==> config.mk <==
export PLATFORM = sky130hd
export DESIGN_NAME = noc_out_port_ctrl
export DESIGN_NICKNAME = d
export VERILOG_FILES = /design/src/rtl/noc_out_port_ctrl.sv
export SDC_FILE = /design/constraint.sdc
export NUM_CORES = 1
export LEC_CHECK = 0
export CORE_MARGIN = 3
export CORE_UTILIZATION = 37
export DETAILED_ROUTE_END_ITERATION = 6
export PLACE_DENSITY_LB_ADDON = 0.3
export SETUP_SLACK_MARGIN = 0.5
export SLEW_MARGIN = 20
export SYNTH_ARGS = -nofsm -noshare
export SYNTH_HDL_FRONTEND = slang
export SYNTH_SLANG_ARGS = --single-unit
==> constraint.sdc <==
create_clock -name clk -period 1.98 [get_ports clk]
set_input_delay 0.198 -clock clk [delete_from_list [all_inputs] [get_ports clk]]
set_output_delay 0.198 -clock clk [all_outputs]
set_load 0.01 [all_outputs]
==> src/rtl/noc_out_port_ctrl.sv <==
`default_nettype none
// ============================================================================
// Module      : noc_out_port_ctrl
// Description : Router output-port controller; requests the arbiter for head
//               flits, locks head-to-tail, and registers the selected flit.
// Revision    : 1.0 - initial release
// ============================================================================
module noc_out_port_ctrl #(
  parameter int N_IN   = 2,
  parameter int FLIT_W = 34,
  localparam int IDX_W = (N_IN > 1) ? $clog2(N_IN) : 1
) (
  input  logic                     clk,
  input  logic                     arst,
  input  logic [N_IN-1:0]          in_valid_i,
  input  logic [N_IN*FLIT_W-1:0]   in_flit_i,
  output logic [N_IN-1:0]          in_ready_o,
  output logic [N_IN-1:0]          req_o,
  input  logic [N_IN-1:0]          grant_i,
  output logic                     update_o,
  output logic                     out_valid_o,
  output logic [FLIT_W-1:0]        out_flit_o,
  input  logic                     out_ready_i,
  output logic                     locked_o,
  output logic [IDX_W-1:0]         lock_idx_o
);

  localparam logic [0:0] c_ST_IDLE   = 1'b0;
  localparam logic [0:0] c_ST_LOCKED = 1'b1;

  localparam logic [1:0] c_TYPE_HEAD = 2'b01;
  localparam logic [1:0] c_TYPE_TAIL = 2'b11;

  logic [0:0]        r_state;
  logic [0:0]        w_state_nxt;
  logic [IDX_W-1:0]  r_lock_idx;
  logic [IDX_W-1:0]  w_lock_idx_nxt;
  logic              r_out_valid;
  logic [FLIT_W-1:0] r_out_flit;

  logic              w_accept;
  logic [N_IN-1:0]   w_req_raw;
  logic [N_IN-1:0]   w_req;
  logic [N_IN-1:0]   w_ready;
  logic              w_update;
  logic [FLIT_W-1:0] w_flit [N_IN];
  logic [IDX_W-1:0]  w_gnt_idx;
  logic              w_gnt_any;
  logic              w_pop;
  logic [IDX_W-1:0]  w_pop_idx;
  logic [FLIT_W-1:0] w_pop_flit;
  logic [1:0]        w_pop_type;

  // Only single (00) and head (01) flits may start a packet.
  for (genvar k = 0; k < N_IN; k++) begin : g_unpack
    assign w_flit[k]    = in_flit_i[k*FLIT_W +: FLIT_W];
    assign w_req_raw[k] = in_valid_i[k] && !w_flit[k][FLIT_W-1];
  end

  assign w_accept = !r_out_valid || out_ready_i;

  // Lowest set grant bit wins if the arbiter ever hands back more than one.
  always_comb begin
    w_gnt_idx = '0;
    w_gnt_any = 1'b0;
    for (int k = N_IN - 1; k >= 0; k--) begin
      if (grant_i[k]) begin
        w_gnt_idx = IDX_W'(k);
        w_gnt_any = 1'b1;
      end
    end
  end

  assign w_pop_flit = w_flit[w_pop_idx];
  assign w_pop_type = w_pop_flit[FLIT_W-1 -: 2];

  // State register
  always_ff @(posedge clk) begin
    if (arst) begin
      r_state    <= c_ST_IDLE;
      r_lock_idx <= '0;
    end else begin
      r_state    <= w_state_nxt;
      r_lock_idx <= w_lock_idx_nxt;
    end
  end

  // Next-state logic
  always_comb begin
    w_state_nxt    = r_state;
    w_lock_idx_nxt = r_lock_idx;
    case (r_state)
      c_ST_IDLE: begin
        if (w_pop && (w_pop_type == c_TYPE_HEAD)) begin
          w_state_nxt    = c_ST_LOCKED;
          w_lock_idx_nxt = w_pop_idx;
        end
      end
      c_ST_LOCKED: begin
        if (w_pop && (w_pop_type == c_TYPE_TAIL)) begin
          w_state_nxt    = c_ST_IDLE;
          w_lock_idx_nxt = '0;
        end
      end
      default: begin
        w_state_nxt    = c_ST_IDLE;
        w_lock_idx_nxt = '0;
      end
    endcase
  end

  // Output logic; all handshake outputs are held low while reset is asserted.
  always_comb begin
    w_req     = '0;
    w_ready   = '0;
    w_update  = 1'b0;
    w_pop     = 1'b0;
    w_pop_idx = r_lock_idx;
    if (!arst) begin
      case (r_state)
        c_ST_IDLE: begin
          w_req     = w_req_raw;
          w_pop_idx = w_gnt_idx;
          if (w_accept && w_gnt_any && w_req_raw[w_gnt_idx]) begin
            w_pop              = 1'b1;
            w_update           = 1'b1;
            w_ready[w_gnt_idx] = 1'b1;
          end
        end
        c_ST_LOCKED: begin
          if (w_accept && in_valid_i[r_lock_idx]) begin
            w_pop               = 1'b1;
            w_ready[r_lock_idx] = 1'b1;
          end
        end
        default: ;
      endcase
    end
  end

  // Single registered output stage; flit is held when the stage drains.
  always_ff @(posedge clk) begin
    if (arst) begin
      r_out_valid <= 1'b0;
      r_out_flit  <= '0;
    end else if (w_accept) begin
      r_out_valid <= w_pop;
      if (w_pop) begin
        r_out_flit <= w_pop_flit;
      end
    end
  end

  assign in_ready_o  = w_ready;
  assign req_o       = w_req;
  assign update_o    = w_update;
  assign out_valid_o = r_out_valid;
  assign out_flit_o  = r_out_flit;
  assign locked_o    = (r_state == c_ST_LOCKED);
  assign lock_idx_o  = r_lock_idx;

endmodule
`default_nettype wire

# ---- Word-level counts from Yosys, hierarchy flattened
# Index checks and enable logic that the tools add are counted.
# W data, S select, Z words.
dict set report totals {
  reg_bits 37
  inputBits 75
  output_inout_bits 42
  word_cells 64
}
dict set report op_classes {
  magnitude_cmp 5
  eq_ne 4
  muxes 34
  bitwise_logic 2
  reduce_logical 15
}
# cell count
set ops {}
lappend ops {{$mux W34} 3}
lappend ops {{$mux W1} 20}
lappend ops {{$mux W2} 5}
lappend ops {{$logic_and A1 B1 Y1} 9}
lappend ops {{$pmux W1 S2} 3}
lappend ops {{$lt A1 B2 Y1 const B} 2}
lappend ops {{$pmux W2 S2} 1}
lappend ops {{$reduce_and A2 Y1} 2}
lappend ops {{$logic_not A1 Y1} 3}
lappend ops {{$demux W1 S1} 2}
lappend ops {{$eq A2 B1 Y1 const B} 1}
lappend ops {{$eq A2 B2 Y1 const B} 1}
lappend ops {{$ge A1 B1 Y1 const B} 2}
lappend ops {{$ge A2 B2 Y1 const B} 1}
lappend ops {{$ne A2 B1 Y1 const B} 1}
lappend ops {{$ne A2 B2 Y1 const B} 1}
lappend ops {{$not A1 Y2} 1}
lappend ops {{$logic_or A1 B1 Y1} 1}
lappend ops {{$not A1 Y1} 1}

# ---- Longest topological paths before layout
# Gate-level depths: netlist of run 1.
dict set report depth {
  depth_word 12
  ltp_mapped 7
  ltp_nobuf 4
}

# ---- Worst setup path after synthesis of run 1
# Ideal clock, no wire load.
dict set report synth_timing {
  path_type {register to register}
  from {register r_state, in the netlist locked_o}
  to {register r_out_flit[0], in the netlist out_flit_o[0]}
  setup_time_ps 142
  arrival_time_ps 1511
  required_time_ps 1838
  slack_ps 327
  path_stages_with_launch 6
  n_path_buf 2
  period_less_slack_ps 1653
  cell_sequence {dfxtp_1 -> buf_1 -> nor3_1 -> nor2_1 -> clkbuf_1 -> a311oi_1}
}
dict set report synth_via {
  elab_chain_cells 6
  word_cells_on_any_way 10
  classes_between {mux: 7; bitwise: 2; reduce/logical: 1}
}
# element line_no
set synth_rtl {}
lappend synth_rtl {{from (decl)} 34} ;# logic [0:0] r_state;
lappend synth_rtl {{from (signal assigned)} 80} ;# r_state <= c_ST_IDLE;
lappend synth_rtl {{from (signal assigned)} 83} ;# r_state <= w_state_nxt;
lappend synth_rtl {{$mux W1} 120} ;# case (r_state)
lappend synth_rtl {{$mux W1} 119} ;# if (!arst) begin
lappend synth_rtl {{$not A1 Y2 (implied by the code)} 74} ;# assign w_pop_flit = w_flit[w_pop_idx];
lappend synth_rtl {{$mux W34 (implied by the code) (3 in a row)} 74}
lappend synth_rtl {{to (signal assigned)} 149} ;# r_out_flit <= w_pop_flit;
lappend synth_rtl {{to (decl)} 39} ;# logic [FLIT_W-1:0] r_out_flit;
# Several ways; a longest one is shown, not always the timed one. The select of a mux whose other input is x is not followed.
# A chain may end at the register's enable or synchronous reset.

# ---- Worst setup path after layout of run 1
dict set report layout_timing {
  from {register r_lock_idx, in the netlist lock_idx_o}
  to {register r_out_valid, in the netlist out_valid_o}
}
dict set report layout_via {
  elab_chain_cells 6
}
# element line_no
set layout_rtl {}
lappend layout_rtl {{from (decl)} 36} ;# logic [IDX_W-1:0] r_lock_idx;
lappend layout_rtl {{from (signal assigned)} 84} ;# r_lock_idx <= w_lock_idx_nxt;
lappend layout_rtl {{$mux W1 (implied by the code) (2 in a row)} 131} ;# if (w_accept && in_valid_i[r_lock_idx]) begin
lappend layout_rtl {{$logic_and A1 B1 Y1} 131}
lappend layout_rtl {{$mux W1} 131}
lappend layout_rtl {{$pmux W1 S2} 120}
lappend layout_rtl {{$mux W1} 119}
lappend layout_rtl {{to (signal assigned)} 147} ;# r_out_valid <= w_pop;
lappend layout_rtl {{to (decl)} 38} ;# logic r_out_valid;
# No other way between the ends. The select of a mux whose other input is x is not followed.

==> impl_summary.md, run 1 <==
Timing
The number of max-slew violations in the final report was 0. Across all hold checks on the routed design, the worst slack comes to 402.8 ps. Setup repair after global routing could not meet its margin everywhere. The timing-limited maximum frequency is 557.1 MHz. At the pin with the least slew margin, the transition time is 448.5 ps. The setup-violating endpoint count in the final report is 0.

The ratio of final minimum period to clock period is 90.65%. The final clock skew is about 9.4 ps. Subtracting the final worst setup slack from the clock period gives 1795 ps. The final count of hold timing violations is 0. The worst pin sits at a relative slew slack of between 70% and 80%.

Final layout
Of the cells placed in the final design, the portion with a size suffix greater than 1 is 25.77%. The area added between synthesis and finish is 100.5%. The post-layout instance count excluding filler cells is 455. The fill cell total of the finished layout is 318. Once layout is done, the placed cells without fillers occupy about 3900 um2. The net count of the finished layout is 462. The number of antenna diodes is 0.

Placed design
The post-placement cell count is about 420. After legalization and detailed placement, the total HPWL measured 4784 um. Summing all placed instances gives a cell area of 3246 um2.

The congestion estimate from routability-driven global placement came to a little over 0.8. Input and output buffers added on the ports amount to roughly 120.

Clock tree
The TritonCTS buffer count is 5. The clock tree from TritonCTS is done. The root buffer cell chosen for the clock tree is clkbuf_8.

The sink count of the clock tree is 37. The clock latency on the worst-skew pair is 290 ps. CTS built an H-tree with a depth of 2.

The clock-pin transition on the worst setup and hold timing paths is 90 ps. The maximum clock insertion buffer count is 2.

Critical path
The required time of the worst setup path is 2220 ps. For the worst flop-to-flop path, the logic depth is 10. The critical path contains buffers and inverters numbering 6 combined. The slowest stage of the critical path is the dfxtp_4 cell. The critical path is of the flip-flop to flip-flop type. STA puts the critical path data arrival time at 2030 ps.

The worst setup path is launched from a flip-flop. The largest single stage delay on the critical path is ~370 ps. STA classifies the critical path endpoint as a flip-flop. In this run the number of cells on the critical path is 10.

Along the worst path, the maximum fanout reaches 2. The critical path's top delay family is buffers and inverters. The signal on the critical path passes through mux2i_4 -> a211oi_4 -> nand2_2 -> buf_4 -> buf_4 -> buf_4 -> buf_6 -> buf_6 -> buf_6 -> a21oi_2.

Yosys
The count of different cell masters after synthesis is 35. The total number of yosys warnings is 0. Dividing the synthesized area by the synthesized cell count gives slightly above 8 um2.

The net count after synthesis is 312. The share of the Yosys chip area taken by registers is 38.32%. The post-synthesis sequential element count is 37. The number of standard cells after synthesis is 237. The synthesized area is 1933 um2.

Floorplanning
The die outline area is 6128 um2. The area of the placeable core is 4880 um2. The initialized floorplan defines 25 standard-cell rows. In this run the horizontal extent of the chip is approximately 78 um. In this run the count of I/O pins placed on the die edge is approximately 120. The effective utilization at floorplan is 39.62%. Measured along the y axis, the die boundary spans 78.28 um.

Drt
In the final routed layout, each cell accounts on average for 20.73 um. The wire length reported by the detailed router is 9430 um. The per-cell via count in the routed design is approximately 6.0. The number of violations reported at the end of detailed-routing iteration 0 is 244. The first TritonRoute pass finished after 5 iterations. The post-detailed-route DRC marker count is 0. The final antenna-violating net count is 0.

The total number of vias is 2726.

Power and ir drop
Across the VDD grid, the largest voltage drop is 0.0003305 V. For this design the static power due to leakage is 1.470 nW. The share of total power dissipated in sequential elements is between 30% and 40%. In this run the power density over the cells is 587.6 nW/um2.

The clock network accounts for 30.9% of the total power. Total power for the finished layout comes to about 2.3 mW. Of the total power, the share spent switching nets is approximately 29%. Of the total power, combinational logic draws 32.6%. The internal power of the cells totals around 1.6 mW. For this design the total switching power over the nets is 657.7 uW.

Global routing
The number of global-route vias before repair is ~2400. For this run, the total global-route usage over all layers was measured as 24.82%. The pin count of the biggest net entering global routing is 35. The number of antenna violations at the first check in global routing is 0. The sum of overflow across all layers after global routing is 0. The wire length of the first global-routing pass is 12080 um.

Worst hold path
The depth of the worst hold-timing path is 3. In this run the worst hold path is classified as input port to flip-flop.

Run status
The flow ran to the end, and the final reports show no timing, DRC or antenna violations.

Run
The tool flagged a number of max-cap violations equal to 0.
[power groups by stage]
stage / clock network, mW / registers [mW] / logic (mW)
after floorplan: 0 / 0.870 / 0.228
after global placement: 0 / 0.847 / 0.580
after detailed placement: 0 / 0.850 / 0.586
after CTS: 0.700 / 0.828 / 0.628
after global routing: 0.743 / 0.836 / 0.781
final: 0.704 / 0.831 / 0.743
[path summary, 6_finish.rpt]
check	startpoint	slack [ps]	endpoint
max	lock_idx_o	190	out_valid_o
min	arst	400	out_valid_o
max reg2reg	lock_idx_o	190	out_valid_o
min reg2reg	out_flit_o[12]	520	out_flit_o[12]
[flip-flops by register name, summed over array words and instances (netlist names)]
| signal | flops |
|---|---|
| out_valid_o | 1 |
| out_flit_o | 34 |
| lock_idx_o | 1 |
| locked_o | 1 |
[cell usage after synthesis, drive strengths merged]
cell type	n	area share, %
o41ai	1	0.45
o211ai	1	0.39
nor3b	1	0.39
a311oi	33	15
nor2b	1	0.32
a21oi	36	9.3
or3	1	0.32
clkbuf	12	2.3
nand3	34	8.8
nor2	4	0.78
and4bb	1	0.65
o21ai	3	0.78
inv	2	0.39
o31ai	1	0.39
o21a	1	0.39
nor3	1	0.26
nand2b	1	0.32
and3	1	0.58
buf	15	5.2
a22oi	1	0.39
nor4b	3	1.4
mux2i	1	0.52
or4b	1	0.71
nand2	36	7.8
a21o	1	0.39
a21boi	1	0.39
dfxtp	37	38
a211o	1	0.45
and3b	1	0.45
nand4	1	0.32
o211a	1	0.52
a211oi	2	1.3
[area by class of cell]
type | instances | area [um2] | share of cell area (%)
Clock buffer | 7 | 86.33 | 2.228
Inverter | 2 | 10.01 | 0.2583
Clock inverter | 1 | 30.03 | 0.7749
Timing Repair Buffer | 167 | 1633 | 42.14
Tap cell | 67 | 83.83 | 2.163
Multi-Input combinational cell | 174 | 1284 | 33.13
Sequential cell | 37 | 748.2 | 19.31
[cell usage in the layout (no fill, tap or decap), types with 7 or more instances in the layout]
master / count
buf_6: 13
a311oi_2: 7
a311oi_1: 26
dfxtp_1: 35
nand3_1: 34
buf_4: 32
nand2_1: 34
clkdlybuf4s50_1: 102
a21oi_1: 33
[what timing repair did]
| action | in CTS | in global routing |
|---|---|---|
| setup buffers | 15 | 9 |
| hold buffers | 0 | 0 |
| gates resized for setup | 50 | 34 |
| cloned | 1 | 5 |
| pin swaps | 13 | 5 |
| setup endpoints to repair | 42 | 43 |
[worst reg2reg max path, cell delays in order, from the launching register on]
cell and delay [ps]:
dfxtp_4 370, mux2i_4 200, a211oi_4 280, nand2_2 90, buf_4 140, buf_4 120
buf_4 120, buf_6 100, buf_6 100, buf_6 100, a21oi_2 100
[kinds of logic after synthesis]
group                  after synthesis  share of synthesized area, %
DFF                                 37                         38.32
buffers and inverters               29                         7.961
muxes                                1                        0.5178
and+or+nand+nor                     87                         23.11
AOI/OAI and AO/OA                   83                         30.10
[through the flow]
| stage | setup TNS, ps | setup slack, ps | util (%) |
|---|---|---|---|
| 4_1_cts | 0 | 243.2 | 72.44 |
| 6_report | 0 | 185.1 | 79.41 |
| 3_5_place_dp | -5064 | -185.2 | 66.51 |
| 5_1_grt | 0 | 139.2 | 79.41 |
| 3_3_place_gp | -3310 | -121.3 | 66.51 |
| 2_1_floorplan | 0 | 440.1 | - |
[per-layer routing]
layer | track usage [%] | share of wire [%]
met3 | 5.849 | 8.7
met1 | 29.59 | 38
met4 | 8.916 | 3.8
met5 | 0 | 0
met2 | 43.32 | 49
(Power assumes the default switching activity.)
==> run 2: changes to the inputs <==
- SKIP_CTS_REPAIR_TIMING: not set -> 1
==> impl_summary.md, run 2 (synthesis results as in run 1) <==
Run status
The flow ran to the end, and the final reports show no timing, DRC or antenna violations.

Final layout
The final non-filler cell area is 3615 um2. The post-layout instance count excluding filler cells is 439. The final-stage net count is around 450. The area added between synthesis and finish is 86.99%. Cells fill 74.08% of the core in the end.

The leading cell type in the layout, fill and taps excluded is clkdlybuf4s50_1. The top cell types in the final layout, fill and taps aside, are 102 x clkdlybuf4s50_1, 36 x a21oi_1, 35 x dfxtp_1. The fraction of layout instances using a drive strength above 1 is 19.35%. The register with the most flip-flops in the layout has 34 of them. The number of antenna diodes is 0.

Timing
Setup repair after global routing could not meet its margin everywhere. The final worst slack is 219.1 ps. The final count of hold timing violations was 0. The number of max-slew violations in the final report is 0. Timing would allow up to between 500 and 600 MHz. The final clock skew is 9.096 ps. The setup-violating endpoint count in the final report is 0. Counting I/O delays and the setup requirement, the final critical path takes 1761 ps. The ratio of final minimum period to clock period is 88.94%. At the pin with the least slew margin, the transition time is 401.4 ps.

The final hold slack is 342.7 ps. The max-slew headroom at the worst pin is around 73%.

Power and ir drop
The internal power is 1.572 mW. The clock share of power is 31.8%. The power share of the sequential group is 38.3%. In this run the static leakage power is 1.449 nW. The power density relative to cell area is roughly 600 nW/um2. The net switching component of the power is 590.7 uW. The portion of total power attributed to combinational logic is 29.9%. Net switching is 27.31% of the power. IR analysis of the VDD net gives a maximum drop of about 0.00032 V.

Placed design
Before CTS, the worst setup slack after placement is -185.2 ps. The detailed placer's ending HPWL is about 4800 um. The total of buffers placed on input and output ports is 116. The number of placed instances, taps included, is 417. The routability congestion estimate is between 0.8 and 0.9. The placed cell area is 3246 um2.

Floorplanning
Once the floorplan was initialized, standard cells occupied 39.62% of the core. The area of the placeable core is ~4900 um2. The floorplan step defined a die boundary enclosing a little over 6000 um2. between 100 and 150 I/O pins were placed. The die boundary height is 78.28 um. The number of placement rows is 25. The die outline width is about 78 um.

Clock tree
The clock-pin transition on the worst setup and hold timing paths is 80 ps. The later pin in the worst-skew pair is clocked with a latency of 290 ps. The clock tree from TritonCTS is done. The maximum clock insertion buffer count is 2. The depth of the CTS H-tree is 2. The sink count of the clock tree is 37. The tree is rooted in a clkbuf_8. The TritonCTS buffer count is 5.

Critical path
The worst register-to-register path begins at locked_o. The endpoint kind of the worst setup timing path is a flip-flop. The number of cells on the worst reg-to-reg path is 5. By startpoint and endpoint, the worst setup path is classified as flip-flop to flip-flop. Across all register-to-register paths, the minimum setup slack is between 200 and 250 ps. Of all nets on the critical path, the largest fanout is 6. Data on the critical path is required at its endpoint by around 2200 ps. The worst setup path is launched from a flip-flop. The capture instance of the worst register-to-register path is lock_idx_o. Data arrives at the worst endpoint at 1940 ps. The launch point of the critical path is locked_o.

Worst hold path
The capture endpoint of the worst hold path is out_flit_o[33]. Along the worst hold path, the cell count comes to 3. The startpoint identified for the worst hold timing path is in_flit_i[33]. The tightest min-delay check is of the input port to flip-flop type.

Run
Across the run, the number of max-cap violations was 0.

Drt
The wire length per cell after detailed routing is 17.41 um. The number of violations reported at the end of detailed-routing iteration 0 is 135. The routed layout has roughly 2400 vias. The wire length reported by the detailed router is 7645 um. The final antenna-violating net count is 0. After detailed routing, the number of vias per cell comes to 5.540.

After detailed routing, the number of remaining DRC violations is 0. The number of iterations in the first detailed-routing pass is 4.

Global routing
The wire length of the first global-routing pass is 10850 um. The number of global-route vias before repair was 2253. After global routing the overflow that remains totals 0. Global routing used 21.91% of the available tracks.

The pin count of the biggest net entering global routing is 35. The number of antenna violations at the first check in global routing came to 0.
run 2: worst max-delay path by stage:
| stage | endpoint | slack [ps] | cells after the start |
|---|---|---|---|
| 3_3_place_gp | lock_idx_o | -120 | 6 |
| 2_1_floorplan | lock_idx_o | 440 | 5 |
| 4_1_cts | in_ready_o[1] | -130 | 6 |
| 6_report | lock_idx_o | 220 | 5 |
| 3_5_place_dp | out_flit_o[6] | -190 | 7 |
| 5_1_grt | lock_idx_o | 160 | 5 |
run 2: metal layers:
layer	part of all wire, %	global-route usage [%]	up-vias
met5	0	0	-
met4	1.8	6.993	0
met3	7.1	5.619	12
met2	51	36.90	108
met1	40	27.31	1148
li1	-	-	1164
run 2: power by group through the flow:
stage / Combinational [mW] / Clock (mW) / Sequential, mW
final: 0.646 / 0.689 / 0.829
after detailed placement: 0.586 / 0 / 0.850
after CTS: 0.589 / 0.700 / 0.833
after floorplan: 0.228 / 0 / 0.870
after global placement: 0.580 / 0 / 0.847
after global routing: 0.691 / 0.743 / 0.835
run 2: stage by stage:
step	setup TNS [ps]	power [mW]
6_report	0	2.163
5_1_grt	0	2.269
4_1_cts	-227.0	2.123
3_5_place_dp	-5064	1.436
3_3_place_gp	-3310	1.428
2_1_floorplan	0	1.098
run 2: area by class of cell:
cell class                 count  area [um2]
fill                         377        1265
sequential                    37       748.2
timing repair buffer         153        1480
tap                           67       83.83
multi-input combinational    172        1179
clock buffer                   7       86.33
inverter                       2       7.507
clock inverter                 1       30.03
run 2: worst max-delay path: stages (launching register included):
cell and delay (ps):
dfxtp_4 380, or4b_4 530, buf_6 180, nand4_1 140, a211oi_2 110, o41ai_2 320
==> run 3: changes to the inputs <==
- CORE_UTILIZATION: 37 -> 40
- clock period: 1.98 -> 2.22 ns (I/O delays scaled with it)
==> impl_summary.md, run 3 (synthesis results as in run 1) <==
Run status
The flow ran to the end, and the final reports show no timing, DRC or antenna violations.

Timing
On the final layout, the worst clock skew is 8.997 ps. The max-slew headroom at the worst pin is 72.92%. Hold is met by 287.8 ps. The ratio of final minimum period to clock period is 85.37%. The setup TNS is 0 ps. For the pin with the worst max-slew slack, the measured transition is 406.2 ps.

The final count of hold timing violations came to 0. Setup violations remaining at the end of the flow were counted as 0. Setup repair after global routing could not meet its margin everywhere. After layout, the worst setup slack is 324.8 ps. The shortest period the worst path allows is 1895 ps. The timing-limited maximum frequency is 527.6 MHz.

The number of max-slew violations in the final report is 0.

Placed design
Detailed placement ended at an HPWL of 4448 um. The routability congestion estimate is a little under 0.9. The post-placement cell count is a little under 400. After detailed placement, the total cell area comes to 3119 um2. OpenSTA, run right after detailed placement, puts the worst setup slack at approximately 20 ps.

The total of buffers placed on input and output ports is 116.

Clock tree
The library cell used as clock root buffer is clkbuf_8. The sink count of the clock tree is 37. The maximum clock insertion buffer count is 2.

TritonCTS built the clock tree. For the worst-skew pair, the clock arrives at the later sink with an insertion delay of 280 ps. The TritonCTS buffer count is 5. CTS built an H-tree with a depth of 2. Clock-pin slew was measured on the worst setup and hold paths at around 70 ps.

Critical path
In this design, the stage delay of the slowest critical-path cell is around 460 ps. For the worst flop-to-flop path, the logic depth is 4. The most critical setup path has its startpoint at in_valid_i[1]. The worst-path maximum fanout is 3. Walking the worst path, the cells encountered are clkdlybuf4s50_1 -> and4bb_2 -> or3_1 -> nand2_1 -> nor2_1 -> dlymetal6s2s_1. The endpoint identified for the worst register-to-register timing path is lock_idx_o.

In this run the worst setup path terminates at in_ready_o[1]. STA classifies the critical path startpoint as an input port. The startpoint identified for the worst register-to-register timing path is locked_o.

The worst setup path is of the input port to output port kind. Data on the critical path is required at its endpoint by 2000 ps. For this design, the slowest cell found on the critical path is clkdlybuf4s50_1. The endpoint kind of the worst setup timing path is an output port. The critical path arrival is about 1700 ps. For flop-to-flop paths, the worst setup slack is 450 ps.

Final layout
0 antenna diodes ended up in the layout. For this run, the share of the core covered by cells in the final layout is 72.19%. The layout has 404 filler cells. In the layout the commonest cells are 109 x clkdlybuf4s50_1, 36 x a21oi_1, 35 x nand2_1, 35 x dfxtp_1, 34 x nand3_1. The register with the most flip-flops in the layout has 34 of them. The count of cells in the finished layout, fillers not included, comes to around 400. The finished cells cover 3252 um2. From synthesis to final layout, the design area changed by 68.22%.

In the final design database the tool counted 421 nets. Cells with a size suffix above 1 make up 9.249% of the layout. The leading cell type in the layout, fill and taps excluded is clkdlybuf4s50_1.

Global routing
The pin count of the biggest net entering global routing is 37. The wire length of the first global-routing pass is 9963 um. The number of antenna violations at the first check in global routing is 0. The sum of overflow across all layers after global routing is 0. The global router's overall resource usage is 22.07%.

The number of global-route vias before repair is between 2000 and 2500.

Floorplanning
After floorplanning, the core was sized to cover 4504 um2. In this run the horizontal extent of the chip is 75.52 um. In this run the count of I/O pins placed on the die edge is 117. For this configuration, the core starts out at a cell density of 42.92%.

The number of placement rows is 24. The die is approximately 76 um tall. The die covers 5703 um2.

Drt
The wire length per cell after detailed routing is 16.39 um. In the routed layout, each cell is associated on average with a via count of about 5.8. The routed layout has 2297 vias. After detailed routing, the number of remaining DRC violations is 0. The detail route stage leaves a number of antenna-violating nets equal to 0.

The first TritonRoute pass finished after 4 iterations. The wire length reported by the detailed router is 6524 um. The number of violations reported at the end of detailed-routing iteration 0 is 134.

Power and ir drop
The power density relative to cell area is around 530 nW/um2. The internal power of the cells totals 1.244 mW. The switching power as a share of total power is 27.81%.

The peak supply drop is about 0.00039 V. The power share of the sequential group is 42.9%. Per report_power, the combinational group accounts for 29.3% of the total. The post-layout total power is ~1.7 mW. The clock network is responsible for between 20% and 30% of the overall power. The net switching component of the power is around 480 uW. Summed over all cells, the static leakage comes to approximately 1.2 nW.

Worst hold path
The path class of the lowest-slack min-delay path is input port to flip-flop.

Run
The max-cap check violation count is 0.
==> run 3: cell types whose count changed in the layout (fill, tap and decap cells not counted), moves of 2 or more <==
| cell | before | now |
|---|---|---|
| a311oi_1 | 26 | 33 |
| buf_4 | 30 | 11 |
| clkdlybuf4s50_1 | 102 | 109 |
| dlymetal6s2s_1 | 11 | 6 |
| clkbuf_2 | 2 | 0 |
| a311oi_2 | 7 | 0 |
| buf_6 | 5 | 2 |
==> run 3: worst max-delay path, delay by kind of cell <==
kind	cells	cell delay [ps]
buf+inv	2	630
simple gates	4	840
==> run 3: how the worst min path moves through the flow <==
| stage | start | end | cells after the start | slack [ps] |
|---|---|---|---|---|
| after global routing | arst | out_valid_o | 2 | 300 |
| after global placement | out_flit_o[32] | out_flit_o[32] | 2 | 470 |
| after CTS | arst | out_valid_o | 2 | 280 |
| after detailed placement | out_flit_o[32] | out_flit_o[32] | 2 | 470 |
| final | arst | out_valid_o | 2 | 290 |
| after floorplan | in_flit_i[66] | lock_idx_o | 2 | 350 |
==> run 3: power groups by stage <==
| stage | Sequential (mW) | Combinational, mW | Clock [mW] |
|---|---|---|---|
| 6_report | 0.740 | 0.505 | 0.479 |
| 5_1_grt | 0.746 | 0.545 | 0.520 |
| 4_1_cts | 0.740 | 0.506 | 0.490 |
| 3_5_place_dp | 0.755 | 0.504 | 0 |
| 3_3_place_gp | 0.754 | 0.497 | 0 |
| 2_1_floorplan | 0.775 | 0.197 | 0 |
==> run 3: metal layers <==
metal | share of wire (%) | vias up | GRT usage (%)
met3 | 8.7 | 8 | 7.256
met4 | 0.90 | 0 | 3.495
met1 | 41 | 1084 | 27.62
li1 | - | 1113 | -
met5 | 0 | - | 0
met2 | 49 | 92 | 37.68
==> run 3: final cells by class <==
type                       instances  area (um2)  area share [%]
multi-input combinational        171        1067           32.82
clock inverter                     1       7.507          0.2309
sequential                        37       745.7           22.93
timing repair buffer             129        1276           39.25
inverter                           2       7.507          0.2309
clock buffer                       6       82.58           2.539
tap                               52       65.06           2.001
